## src/rtl/ddr_rw_arbiter.sv

```systemverilog
// ---------------------------------------------------------------------------
// ddr_rw_arbiter
// Shares the single DDR user-interface command port between the packet packer
// (write requester) and the majority voter (read requester). Grants alternate
// round-robin through a one-cycle IDLE bubble. A side is forced off the port
// after MAX_BURST accepted commands while the other side waits. Reads in flight
// are limited to MAX_OUTSTANDING, and read data comes back registered and in
// order.
//
// Ports (all in the ui_clk domain):
//   ui_clk, RST                   clock, asynchronous active-low reset
//   wq_valid/wq_ready             write request handshake
//   wq_addr/wq_data               write request payload
//   wq_urgent                     write FIFO almost full, forces write priority
//   rq_valid/rq_ready/rq_addr     read request handshake and address
//   rs_valid/rs_data              read response, one cycle after DDR returns it
//   wr_en/wr_addr/wr_data/wr_busy DDR write command port
//   rd_en/rd_addr/rd_busy         DDR read command port
//   rd_data/rd_data_valid         DDR read return
//   rd_overflow                   sticky flag: read data arrived with none in flight
// ---------------------------------------------------------------------------
module ddr_rw_arbiter #(
   parameter int MAX_BURST       = 8,
   parameter int MAX_OUTSTANDING = 4,
   parameter int ADDR_W          = 25,
   parameter int DATA_W          = 256
) (
   input  logic              ui_clk,
   input  logic              RST,
   input  logic              wq_valid,
   output logic              wq_ready,
   input  logic [ADDR_W-1:0] wq_addr,
   input  logic [DATA_W-1:0] wq_data,
   input  logic              wq_urgent,
   input  logic              rq_valid,
   output logic              rq_ready,
   input  logic [ADDR_W-1:0] rq_addr,
   output logic              rs_valid,
   output logic [DATA_W-1:0] rs_data,
   output logic              wr_en,
   output logic [ADDR_W-1:0] wr_addr,
   output logic [DATA_W-1:0] wr_data,
   input  logic              wr_busy,
   output logic              rd_en,
   output logic [ADDR_W-1:0] rd_addr,
   input  logic              rd_busy,
   input  logic [DATA_W-1:0] rd_data,
   input  logic              rd_data_valid,
   output logic              rd_overflow
);

   localparam int BURST_W = $clog2(MAX_BURST + 1);
   localparam int OUTST_W = $clog2(MAX_OUTSTANDING + 1);

   typedef enum logic [1:0] {
      IDLE = 2'd0,
      WR   = 2'd1,
      RD   = 2'd2
   } state_t;

   state_t               r_state;
   state_t               w_nextState;
   logic                 r_lastGrantRd;
   logic                 w_nextLastGrantRd;
   logic [BURST_W-1:0]   r_burstCnt;
   logic [BURST_W-1:0]   w_nextBurstCnt;
   logic [BURST_W-1:0]   w_burstInc;
   logic [BURST_W-1:0]   w_burstAfter;
   logic                 w_burstDone;
   logic [OUTST_W-1:0]   r_outst;
   logic                 w_rdElig;
   logic                 w_wrElig;
   logic                 w_rdAccept;
   logic                 w_wrAccept;

   // Command port handshakes. The busy inputs are already folded into the
   // ready terms, so wr_en/rd_en high means the command is accepted.
   assign w_rdElig   = rq_valid & (r_outst < OUTST_W'(MAX_OUTSTANDING));
   assign w_wrElig   = wq_valid;
   assign wq_ready   = (r_state == WR) & ~wr_busy;
   assign rq_ready   = (r_state == RD) & ~rd_busy & (r_outst < OUTST_W'(MAX_OUTSTANDING));
   assign wr_en      = wq_valid & wq_ready;
   assign rd_en      = rq_valid & rq_ready;
   assign wr_addr    = wq_addr;
   assign wr_data    = wq_data;
   assign rd_addr    = rq_addr;
   assign w_wrAccept = wr_en;
   assign w_rdAccept = rd_en;

   // Burst count including this cycle's accept, so a side leaves right after
   // its MAX_BURST-th command instead of sneaking in one more.
   assign w_burstInc   = (r_burstCnt == BURST_W'(MAX_BURST)) ? r_burstCnt
                                                              : r_burstCnt + BURST_W'(1);
   assign w_burstAfter = (w_wrAccept | w_rdAccept) ? w_burstInc : r_burstCnt;
   assign w_burstDone  = (w_burstAfter == BURST_W'(MAX_BURST));

   // State, burst counter and round-robin pointer registers.
   always_ff @(posedge ui_clk or negedge RST) begin
      if (!RST) begin
         r_state       <= IDLE;
         r_burstCnt    <= '0;
         r_lastGrantRd <= 1'b1;
      end else begin
         r_state       <= w_nextState;
         r_burstCnt    <= w_nextBurstCnt;
         r_lastGrantRd <= w_nextLastGrantRd;
      end
   end

   // Grant selection. From IDLE a write wins when urgent, when it is alone, or
   // when reads had the last grant; otherwise an eligible read wins. Every
   // grant change passes through IDLE, which gives the one-cycle bubble.
   always_comb begin
      w_nextState       = r_state;
      w_nextBurstCnt    = w_burstAfter;
      w_nextLastGrantRd = r_lastGrantRd;
      case (r_state)
         IDLE: begin
            w_nextBurstCnt = '0;
            if (w_wrElig && (wq_urgent || !w_rdElig || r_lastGrantRd)) begin
               w_nextState       = WR;
               w_nextLastGrantRd = 1'b0;
            end else if (w_rdElig) begin
               w_nextState       = RD;
               w_nextLastGrantRd = 1'b1;
            end
         end
         WR: begin
            if (!wq_valid || (w_burstDone && w_rdElig && !wq_urgent)) begin
               w_nextState = IDLE;
            end
         end
         RD: begin
            if (!w_rdElig || (w_burstDone && w_wrElig) || wq_urgent) begin
               w_nextState = IDLE;
            end
         end
         default: begin
            w_nextState = IDLE;
         end
      endcase
   end

   // Reads in flight. An accept and a return in the same cycle cancel out.
   // A lone return with nothing in flight cannot belong to any of our reads,
   // so it is flagged and the counter is kept from wrapping.
   always_ff @(posedge ui_clk or negedge RST) begin
      if (!RST) begin
         r_outst     <= '0;
         rd_overflow <= 1'b0;
      end else begin
         case ({w_rdAccept, rd_data_valid})
            2'b10: r_outst <= r_outst + OUTST_W'(1);
            2'b01: begin
               if (r_outst == '0) begin
                  rd_overflow <= 1'b1;
               end else begin
                  r_outst <= r_outst - OUTST_W'(1);
               end
            end
            default: r_outst <= r_outst;
         endcase
      end
   end

   // Read response: a straight one-cycle register of the DDR return.
   always_ff @(posedge ui_clk or negedge RST) begin
      if (!RST) begin
         rs_valid <= 1'b0;
         rs_data  <= '0;
      end else begin
         rs_valid <= rd_data_valid;
         rs_data  <= rd_data;
      end
   end

endmodule
```

## config.mk

```make
export PLATFORM = sky130hd
export DESIGN_NAME = ddr_rw_arbiter
export DESIGN_NICKNAME = d
export VERILOG_FILES = /design/src/rtl/ddr_rw_arbiter.sv
export SDC_FILE = /design/constraint.sdc
export NUM_CORES = 1
export LEC_CHECK = 0
export ABC_AREA = 1
export CAP_MARGIN = 20
export CORE_AREA = 10 10 440 442
export DETAILED_ROUTE_END_ITERATION = 6
export DIE_AREA = 0 0 450 452
export PLACE_DENSITY = 0.3
export SLEW_MARGIN = 15
export SYNTH_ARGS = -nofsm -noshare
export SYNTH_HDL_FRONTEND = slang
export SYNTH_SLANG_ARGS = --single-unit
```

## constraint.sdc

```tcl
create_clock -name ui_clk -period 1.58 [get_ports ui_clk]
set_input_delay 0.237 -clock ui_clk [delete_from_list [all_inputs] [get_ports ui_clk]]
set_output_delay 0.237 -clock ui_clk [all_outputs]
set_load 0.05 [all_outputs]
```

==> summary.md <==
| Metric | Value |
|---|---|
| Outcome | finished with violations |
| Violations in the final reports | negative setup slack |
| Detail Placement HPWL | 47,200 um |
| Final hold violations | 0 |
| WP buf/inv | 4 |
| CP max stage delay | 390 ps |
| Root Buffer | clkbuf_16 |
| Slowest-stage cell, CP | dfrtp_1 |
| Die width | ~450 um |
| Clock Path Buffers | 3 |
| Die area | 0.203 sq mm |
| Worst-case reg-to-reg path depth | 10 |
| Per-cell routed wire length | 16.0 um |
| Worst vdd ir | 749 uV |
| Drc violations | 0 |
| Mapped cell area | 0.00947 sq mm |
| PD cells | ~1200 mW/mm^2 |
| Gr usage total | 0.0515 |
| Routability cong. | 0.739 |
| Final period utilization | 1.12 |
| Port bufs | between 500 and 600 |
| Placed cell count | 3,383 |
| Seq/Total Area, Yosys | 0.709 |
| Clock-pin slew on the worst setup and hold paths | 60 ps |
| Final Non-Filler Cells | 3,453 |
| Slew margin rel. | 0.734 |
| Final wirelength | 55,100 um |
| Lkg Pwr | 6.49 nW |
| CP Class | flop to primary output |
| Vias in the first global route | approximately 6,900 |
| Core footprint | 0.185 sq mm |
| Rows | 158 |
| CTS tree | built |
| Worst slack, placed | -226 ps |
| Final number of max-transition violations | 0 |
| Hold path depth | 1 |
| Clk sinks | 268 |
| Antenna viol nets, final | 0 |
| Minimum clock period | ~1800 ps |
| TNS Setup | -680 ps |
| Initial DRC Count | approximately 270 |
| RSZ-0062 raised after global routing | yes |
| Initial core utilization | 0.0513 |
| Final #Nets | 1,519 |
| Total gr overflow | 0 |
| Maxcap violations | 0 |
| Ant diodes | 0 |
| Largest net degree at the start of global routing | 61 |
| I/O pins | between 1,000 and 1,500 |
| Setup crit start kind | flop |
| CTS Buf Count | 35 |
| Req. time, crit path | 1340 ps |
| H-tree Lvls | 2 |
| Post-synth net total | 1,235 |
| Crit-path cells | inv_2, buf_6, nand4_1, inv_2, buf_12 |
| Register bit total from synthesis | 268 |
| Fmax | 0.565 GHz |
| Initial antenna violation count | 7 |
| # setup viols final | 4 |
| Netlist cell types | 25 |
| Delay-heaviest family, CP | buffers and inverters |
| Slew @ Worst Pin | 399 ps |
| Synth-to-layout area growth | 75.8% |
| Worst hold slack | 111 ps |
| Initial DRT Pass Iterations | 4 |
| WP data arrival | around 1500 ps |
| Global-route wire length before repair | 70,800 um |
| Crit path capture type | primary output |
| Post-synthesis area per instance | 14.3 sq um |
| Clock Skew | a little over 7 ps |
| Die H | about 450 um |
| Share of layout cells above drive strength 1 | 0.384 |
| Worst setup margin | -190 ps |
| Worst skew pair latency | between 500 and 600 ps |
| Crit-path max FO | 2 |
| Via/cell ratio | 1.66 |
| Cell count after synthesis | 662 |
| Via count | 5,723 |
| Top cell by count, worst path | inv_2 |
| Hold Crit Class | input pin to flop |
| CP Depth | 5 |
| Synth warn | 0 |
## area by class of cell
class,instances,area (sq um)
tap,2480,3100
timing repair buffer,553,5140
clock inverter,16,170
fill,21300,168000
clock buffer,48,996
multi-input combinational,69,447
inverter,19,76.3
sequential,268,6710
## flip-flops by register name, indices dropped and copies added, names as in the netlist
register / flops
rs_data: 256
r_burstCnt: 4
r_outst: 3
r_state: 2
r_lastGrantRd: 1
rd_overflow: 1
rs_valid: 1
## metrics by stage
step / power (mW) / instance area (sq um) / util
detailed placement: 11.4 / 15400 / 0.0831
global placement: 11.4 / 15400 / 0.0831
CTS: 20.0 / 16600 / 0.0901
global route: 20.4 / 16600 / 0.0901
finish: 19.4 / 16600 / 0.0901
floorplan: 11.4 / 9480 / -
## worst paths after layout
kind	startpoint	end	slack, ps
min in group asynchronous	RST	rs_data[117]	160
max in group asynchronous	RST	rs_data[35]	690
hold / removal	rd_data[157]	rs_data[157]	110
setup reg to reg	r_state[0]	r_state[1]	50
setup / recovery	r_state[1]	wr_en	-190
hold reg to reg	r_lastGrantRd	r_lastGrantRd	490
## timing repair
item,CTS,global route
cloned,0,0
gates resized for setup,20,6
setup endpoints to repair,6,12
pin swaps,2,4
setup buffers,6,1
hold buffers,1,0
endpoints found under the hold margin,174,0
## synth_stat cells
master,count,share of area
a21oi_1,4,0.0021
a31o_2,1,0.00093
buf_4,306,0.24
dfrtp_1,267,0.71
dfstp_2,1,0.0028
fa_1,1,0.0021
ha_1,2,0.0026
inv_1,19,0.0075
nand2_1,20,0.0079
nand2_2,2,0.0013
nand2_4,1,0.0012
nand3_1,10,0.0053
nand3_4,1,0.0019
nand3b_1,1,0.00079
nand4_1,2,0.0013
nor2_1,9,0.0036
nor2_2,2,0.0013
nor3_1,3,0.0016
o211ai_1,1,0.00079
o21ai_0,3,0.0016
o21ai_1,1,0.00053
o21ai_2,1,0.00093
or2_2,1,0.00066
or2_4,1,0.00093
xor2_1,2,0.0019
## cells in the final DEF, fill, tap and decap left out, drive strengths merged, types with 4 or more instances in the layout
cell	instances
a21oi	4
nor2	11
buf	290
nand2	23
inv	22
dfrtp	267
clkdlybuf4s50	262
o21ai	5
nand3	11
clkbuf	48
clkinv	8
## cells by family after synthesis
group                    synth area share
AO/OA/AOI/OAI                     0.00687
XOR/XNOR                          0.00185
adder cells (fa/ha/maj)           0.00476
buffers and inverters               0.250
flip-flops                          0.709
AND/OR/NAND/NOR                    0.0278
## power breakdown
part	total, mW	switching, mW	internal (mW)
clock network	8.09	3.29	4.80
registers	7.53	0.225	7.30
logic	3.81	2.31	1.51
## metal layers
layer,GRT usage,routed length [um],vias up,part of all wire
li1,-,-,2307,-
met1,0.0339,12600,2751,0.23
met2,0.0991,30500,418,0.55
met3,0.0258,6080,245,0.11
met4,0.0498,5840,2,0.11
met5,0,13,-,0.00024
No activity file was read; power rests on OpenSTA's default activity.
==> patch 1, RTL diff (config.mk and constraints unchanged) <==
Set the parameter `MAX_OUTSTANDING` to 8 (it was 4).
--- a/src/rtl/ddr_rw_arbiter.sv
+++ b/src/rtl/ddr_rw_arbiter.sv
@@ -23,3 +23,3 @@
    parameter int MAX_BURST       = 8,
-   parameter int MAX_OUTSTANDING = 4,
+   parameter int MAX_OUTSTANDING = 8,
    parameter int ADDR_W          = 25,
Check against the original RTL: not settled (the Yosys comparison gave no result); the edit may change what the design does.
==> patch 1 against the original RTL <==
The flow still finishes with violations (negative setup slack). Highest routed layer is now met4. Design area up 0.59%. Register-to-register slack worse by 0.32 ns. Routed wire length shrank 2.5%. Sequential cell count rose by 1. Sequential share of layout area down 0.051 points. Total power fell by 2.2%. Largest power group is now registers. Clock power is 9.9% lower. Worst setup slack got worse by 0.11 ns. Area after synthesis up 0.94%.
==> patch 1: results (changes against the original RTL) <==
* Total GRT Usage at 4.95% (-0.20 points)
* Final setup viols at 8 (+4)
* Leakage Power at 0.00653 uW (+0.64%)
* Antenna diode count at 0 (unchanged)
* Adder-Cell Fraction of Synth Area at 0.733% (+0.26 points)
* Initial antenna violation count at 0 (-7)
* CTS max path bufs at 3 (unchanged)
* Syn. warnings at 0 (unchanged)
* Top post-synthesis cells by area: dfrtp_1 70%, buf_4 24%, nand2_1 0.94%
* Outcome: complete, but fails checks
* Largest net degree at the start of global routing at 65 (+6.6%)
* Arrival @ worst endpoint at 1.64 ns (+0.11 ns)
* Most frequent cells after synthesis: 306 x buf_4, 268 x dfrtp_1, 24 x nand2_1
* Clk_lat worst skew at 0.59 ns (+0.04 ns)
* Largest registers: rs_data: 256 flops, r_burstCnt: 4 flops, r_outst: 4 flops
* DR pass1 iterations at 4 (unchanged)
* Post-synthesis mux area share at 0% (unchanged)
* TritonCTS buffer count at 31 (-11%)
* Top_reg_cell synth: dfrtp_1
* Maximum vdd drop at 0.000738 V (-1.4%)
* DR vias at 5761 (+0.66%)
* Layout cell share with drive strength beyond 1 at 38.8% (+0.36 points)
* Max-Cap Viols at 0 (unchanged)
* Synth Net Count at 1248 (+1.1%)
* Post-DP Area at 15500 um^2 (+1.1%)
* Yosys cell types at 26 (+4.0%)
* GPL Wtd Cong at 0.717 (-2.9%)
* First-pass GRT wire length at 68.6 mm (-3.2%)
* Nets at 1537 (+1.2%)
* Root buffer cell: clkbuf_16
* Final WS setup at -0.301 ns (-0.111 ns)
* Violated checks: negative setup slack
* H-Tree Depth at 1 (-1)
* Clock-pin slew of the registers on the worst-case setup and hold paths at 0.06 ns (about the same)
* Pwr/cell area at 1130 nW/um^2 (-2.8%)
* Hold Path Class: in -> reg
* Ys async rst share at 100% (unchanged)
* Xor/xnor share of the synthesized area at 0.275% (+0.090 points)
* Initial DRC count at 139 (-48%)
* PortBufs at 525 (unchanged)
* Crit path max fanout at 4 (+2)
* Post-synthesis compound-gate area fraction at 0.720% (+0.033 points)
* WL per Instance at 15.5 um (-2.8%)
* Tightest Pin Transition at 0.381 ns (-0.0176 ns)
* Clock Skews at 0.00528 ns (-0.00194 ns)
* Post-detail-place hpwl at 46.5 mm (-1.5%)
* Vias in the first global route at 6944 (+0.58%)
* Seq/Total Area, Yosys at 70.5% (-0.40 points)
-- patch 1: area by class of cell --
type | instances | area (um^2)
timing repair buffer | 562 | 5240
fill | 21322 | 168000
inverter | 21 | 86.3
sequential | 269 | 6740
clock inverter | 8 | 121
tap | 2480 | 3100
clock buffer | 45 | 898
multi-input combinational | 77 | 552
-- patch 1: what timing repair did --
action                                  4_1_cts  5_1_grt
hold buffers                                  1        0
buffers inserted                              6        2
endpoints found under the setup margin       14        9
gates resized for setup                      28       11
cloned                                        0        0
pin swaps                                     9       10
endpoints found under the hold margin       268        0
-- patch 1: worst max-delay path, cell delays in order, from the launching register on --
cell	delay [ns]
dfrtp_1	0.42
buf_6	0.14
nand4_1	0.12
buf_6	0.16
inv_4	0.05
buf_12	0.13
-- patch 1: path summary, 6_finish.rpt --
| check | depth (start not counted) | to | slack [ns] | start |
|---|---|---|---|---|
| setup / recovery | 5 | wr_en | -0.30 | r_state[0]$_DFFE_PN0P_ |
| hold / removal | 1 | rs_data[149]$_DFF_PN0_ | 0.08 | rd_data[149] |
| setup reg to reg | 14 | r_outst[3]$_DFFE_PN0P_ | -0.27 | r_state[1]$_DFFE_PN0P_ |
| hold reg to reg | 1 | rd_overflow$_DFFE_PN0P_ | 0.48 | rd_overflow$_DFFE_PN0P_ |
| max in group asynchronous | 4 | r_lastGrantRd$_DFFE_PN1P_ | 0.77 | RST |
| min in group asynchronous | 2 | rs_data[22]$_DFF_PN0_ | 0.13 | RST |
-- patch 1: cell families (layout without fill, tap and decap cells) --
| group | after synthesis | in the layout |
|---|---|---|
| buffers and inverters | 327 | 636 |
| DFF | 269 | 269 |
| AOI/OAI and AO/OA | 11 | 11 |
| and+or+nand+nor | 58 | 58 |
| adders and majority gates | 5 | 5 |
| xor gates and xnor gates | 3 | 3 |
-- patch 1: power breakdown --
group | leakage (uW) | switching (uW) | internal [uW]
combinational | 0.00290 | 2420 | 1680
clock | 0.000499 | 2910 | 4380
sequential | 0.00314 | 265 | 7350
total | 0.00653 | 5600 | 13400
-- patch 1: routing by layer --
layer | track usage, % | vias up | part of all wire [%]
li1 | - | 2337 | -
met4 | 4.33 | 0 | 9.4
met1 | 3.11 | 2786 | 22
met2 | 9.73 | 416 | 56
met5 | 0 | - | 0
met3 | 2.73 | 222 | 12
-- patch 1: metrics by stage --
| step | TNS (ns) | cells | setup WS, ns |
|---|---|---|---|
| final | -1.30 | 3462 | -0.301 |
| after global routing | -2.26 | 3462 | -0.390 |
| after CTS | -1.72 | 3460 | -0.353 |
| after detailed placement | -2.63 | 3400 | -0.555 |
| after global placement | -2.36 | 3400 | -0.588 |
| after floorplan | -0.346 | 673 | -0.175 |
==> patch 2, RTL diff (config.mk and constraints unchanged) <==
Made on the original files. `rs_data` no longer has a reset.
--- a/src/rtl/ddr_rw_arbiter.sv
+++ b/src/rtl/ddr_rw_arbiter.sv
@@ -169,6 +169,4 @@
          rs_valid <= 1'b0;
-         rs_data  <= '0;
       end else begin
          rs_valid <= rd_data_valid;
-         rs_data  <= rd_data;
       end
@@ -176,2 +174,6 @@
 
+   always_ff @(posedge ui_clk) begin
+      rs_data <= rd_data;
+   end
+
 endmodule
Behaviour: not the same (a bounded check fails within 4 cycles, from zero or initial values and one cycle with RST low).
==> patch 2 against the original RTL <==
The flow still finishes with violations (negative setup slack). Die area unchanged. Largest power group unchanged. Combinational power fell by 2%. Non-clock buffer count is 4 higher. Utilization decreased by 0.64 points. Design area shrank 7.1%. Critical endpoint is now rq_ready. Area after synthesis is 14% lower. Total power about the same. Worst setup slack got worse by 0.15 ns. Routed wire length up 19%. Sequential cell count is the same.
==> patch 2: results (changes against the original RTL) <==
* GPL Wtd Cong at 0.697 (-5.7%)
* DR vias/cell at 1.57 (-5.6%)
* Final setup viols at 9 (+5)
* Top post-synthesis cells by area: dfxtp_1 63%, buf_4 28%, dfrtp_1 3.4%
* Outcome: complete, but fails checks
* Post-detail-place hpwl at 58.7 mm (+24%)
* Vias in the first global route at 5935 (-14%)
* Nets at 1525 (+0.39%)
* Setup TNS at -1.76 ns (-1.08 ns)
* Layout cell share with drive strength beyond 1 at 39.2% (+0.79 points)
* Largest net degree at the start of global routing at 13 (-79%)
* Maximum vdd drop at 0.000743 V (-0.78%)
* Final WS setup at -0.339 ns (-0.150 ns)
* Length in cells of the worst reg-to-reg path at 9 (-1)
* Violated checks: negative setup slack
* Relative slew slack at 78.8% (+5.4 points)
* Most frequent cells after synthesis: 306 x buf_4, 256 x dfxtp_1, 20 x nand2_1
* WL per Instance at 19.0 um (+19%)
* Clk_lat worst skew at 0.59 ns (+0.04 ns)
* Initial DRC count at 148 (-45%)
* Arrival @ worst endpoint at 1.68 ns (+0.15 ns)
* First-pass GRT wire length at 78.3 mm (+11%)
* Fillers at 21519 (+0.94%)
* Kind of cell adding the most delay to the critical path: flip-flops
* Ys async rst share at 4.48% (-96 points)
## patch 2: cell count changes after synthesis, sizes merged
cell / before / now
dfrtp: 267 / 11
dfxtp: 0 / 256
## patch 2: area by class of cell
class                   count  area share, %
repair buffers            557           33.3
well taps                2480           20.1
inverters                  19          0.567
multi-input cells          69           3.29
flip-flops and latches    268           35.1
clock inverters            16          0.931
clock buffers              50           6.63
diodes                      1         0.0162
## patch 2: kinds of logic after synthesis
kind of cell	count (synthesis)	synth area share, %
AOI/OAI and AO/OA	11	0.795
xor gates and xnor gates	2	0.214
adders and majority gates	3	0.550
buffers and inverters	325	28.9
DFF	268	66.3
and+or+nand+nor	53	3.21
## patch 2: repair_timing
action	CTS	global route
gates resized for setup	30	18
endpoints found under the setup margin	14	13
hold buffers	2	0
pin swaps	9	8
endpoints found under the hold margin	11	0
buffers inserted	5	5
## patch 2: through the flow
stage	std cells	setup WS, ns	utilization, %	power (uW)
6_report	3460	-0.339	8.37	19400
5_1_grt	3459	-0.510	8.37	20400
2_1_floorplan	662	0.0757	-	11300
3_3_place_gp	3383	-0.237	7.60	11300
3_5_place_dp	3383	-0.235	7.60	11300
4_1_cts	3456	-0.544	8.33	20100
## patch 2: worst paths after layout
| check | slack (ns) | start | end |
|---|---|---|---|
| min in group asynchronous | 0.60 | RST | r_burstCnt[0]$_DFF_PN0_ |
| worst max register to register | -0.21 | r_state[0]$_DFFE_PN0P_ | r_outst[1]$_DFFE_PN0P_ |
| worst max-delay path | -0.34 | r_state[0]$_DFFE_PN0P_ | rq_ready |
| worst min register to register | 0.48 | r_lastGrantRd$_DFFE_PN1P_ | r_lastGrantRd$_DFFE_PN1P_ |
| worst min-delay path | 0.09 | rd_data[86] | rs_data[86]$_DFF_P_ |
| max in group asynchronous | 0.69 | RST | r_lastGrantRd$_DFFE_PN1P_ |
## patch 2: power by group
| part | internal [uW] | total, uW | switching, uW |
|---|---|---|---|
| combinational | 1570 | 3750 | 2180 |
| sequential | 7220 | 7460 | 235 |
| clock | 4640 | 8220 | 3590 |
## patch 2: layer usage
metal  up-vias  share of wire (%)  global-route usage, %
met5         -              0.084                 0.0932
met1      2325                 19                   3.32
li1       2320                  -                      -
met2       568                 53                   11.1
met4         8                5.8                   3.31
met3       195                 22                   6.47
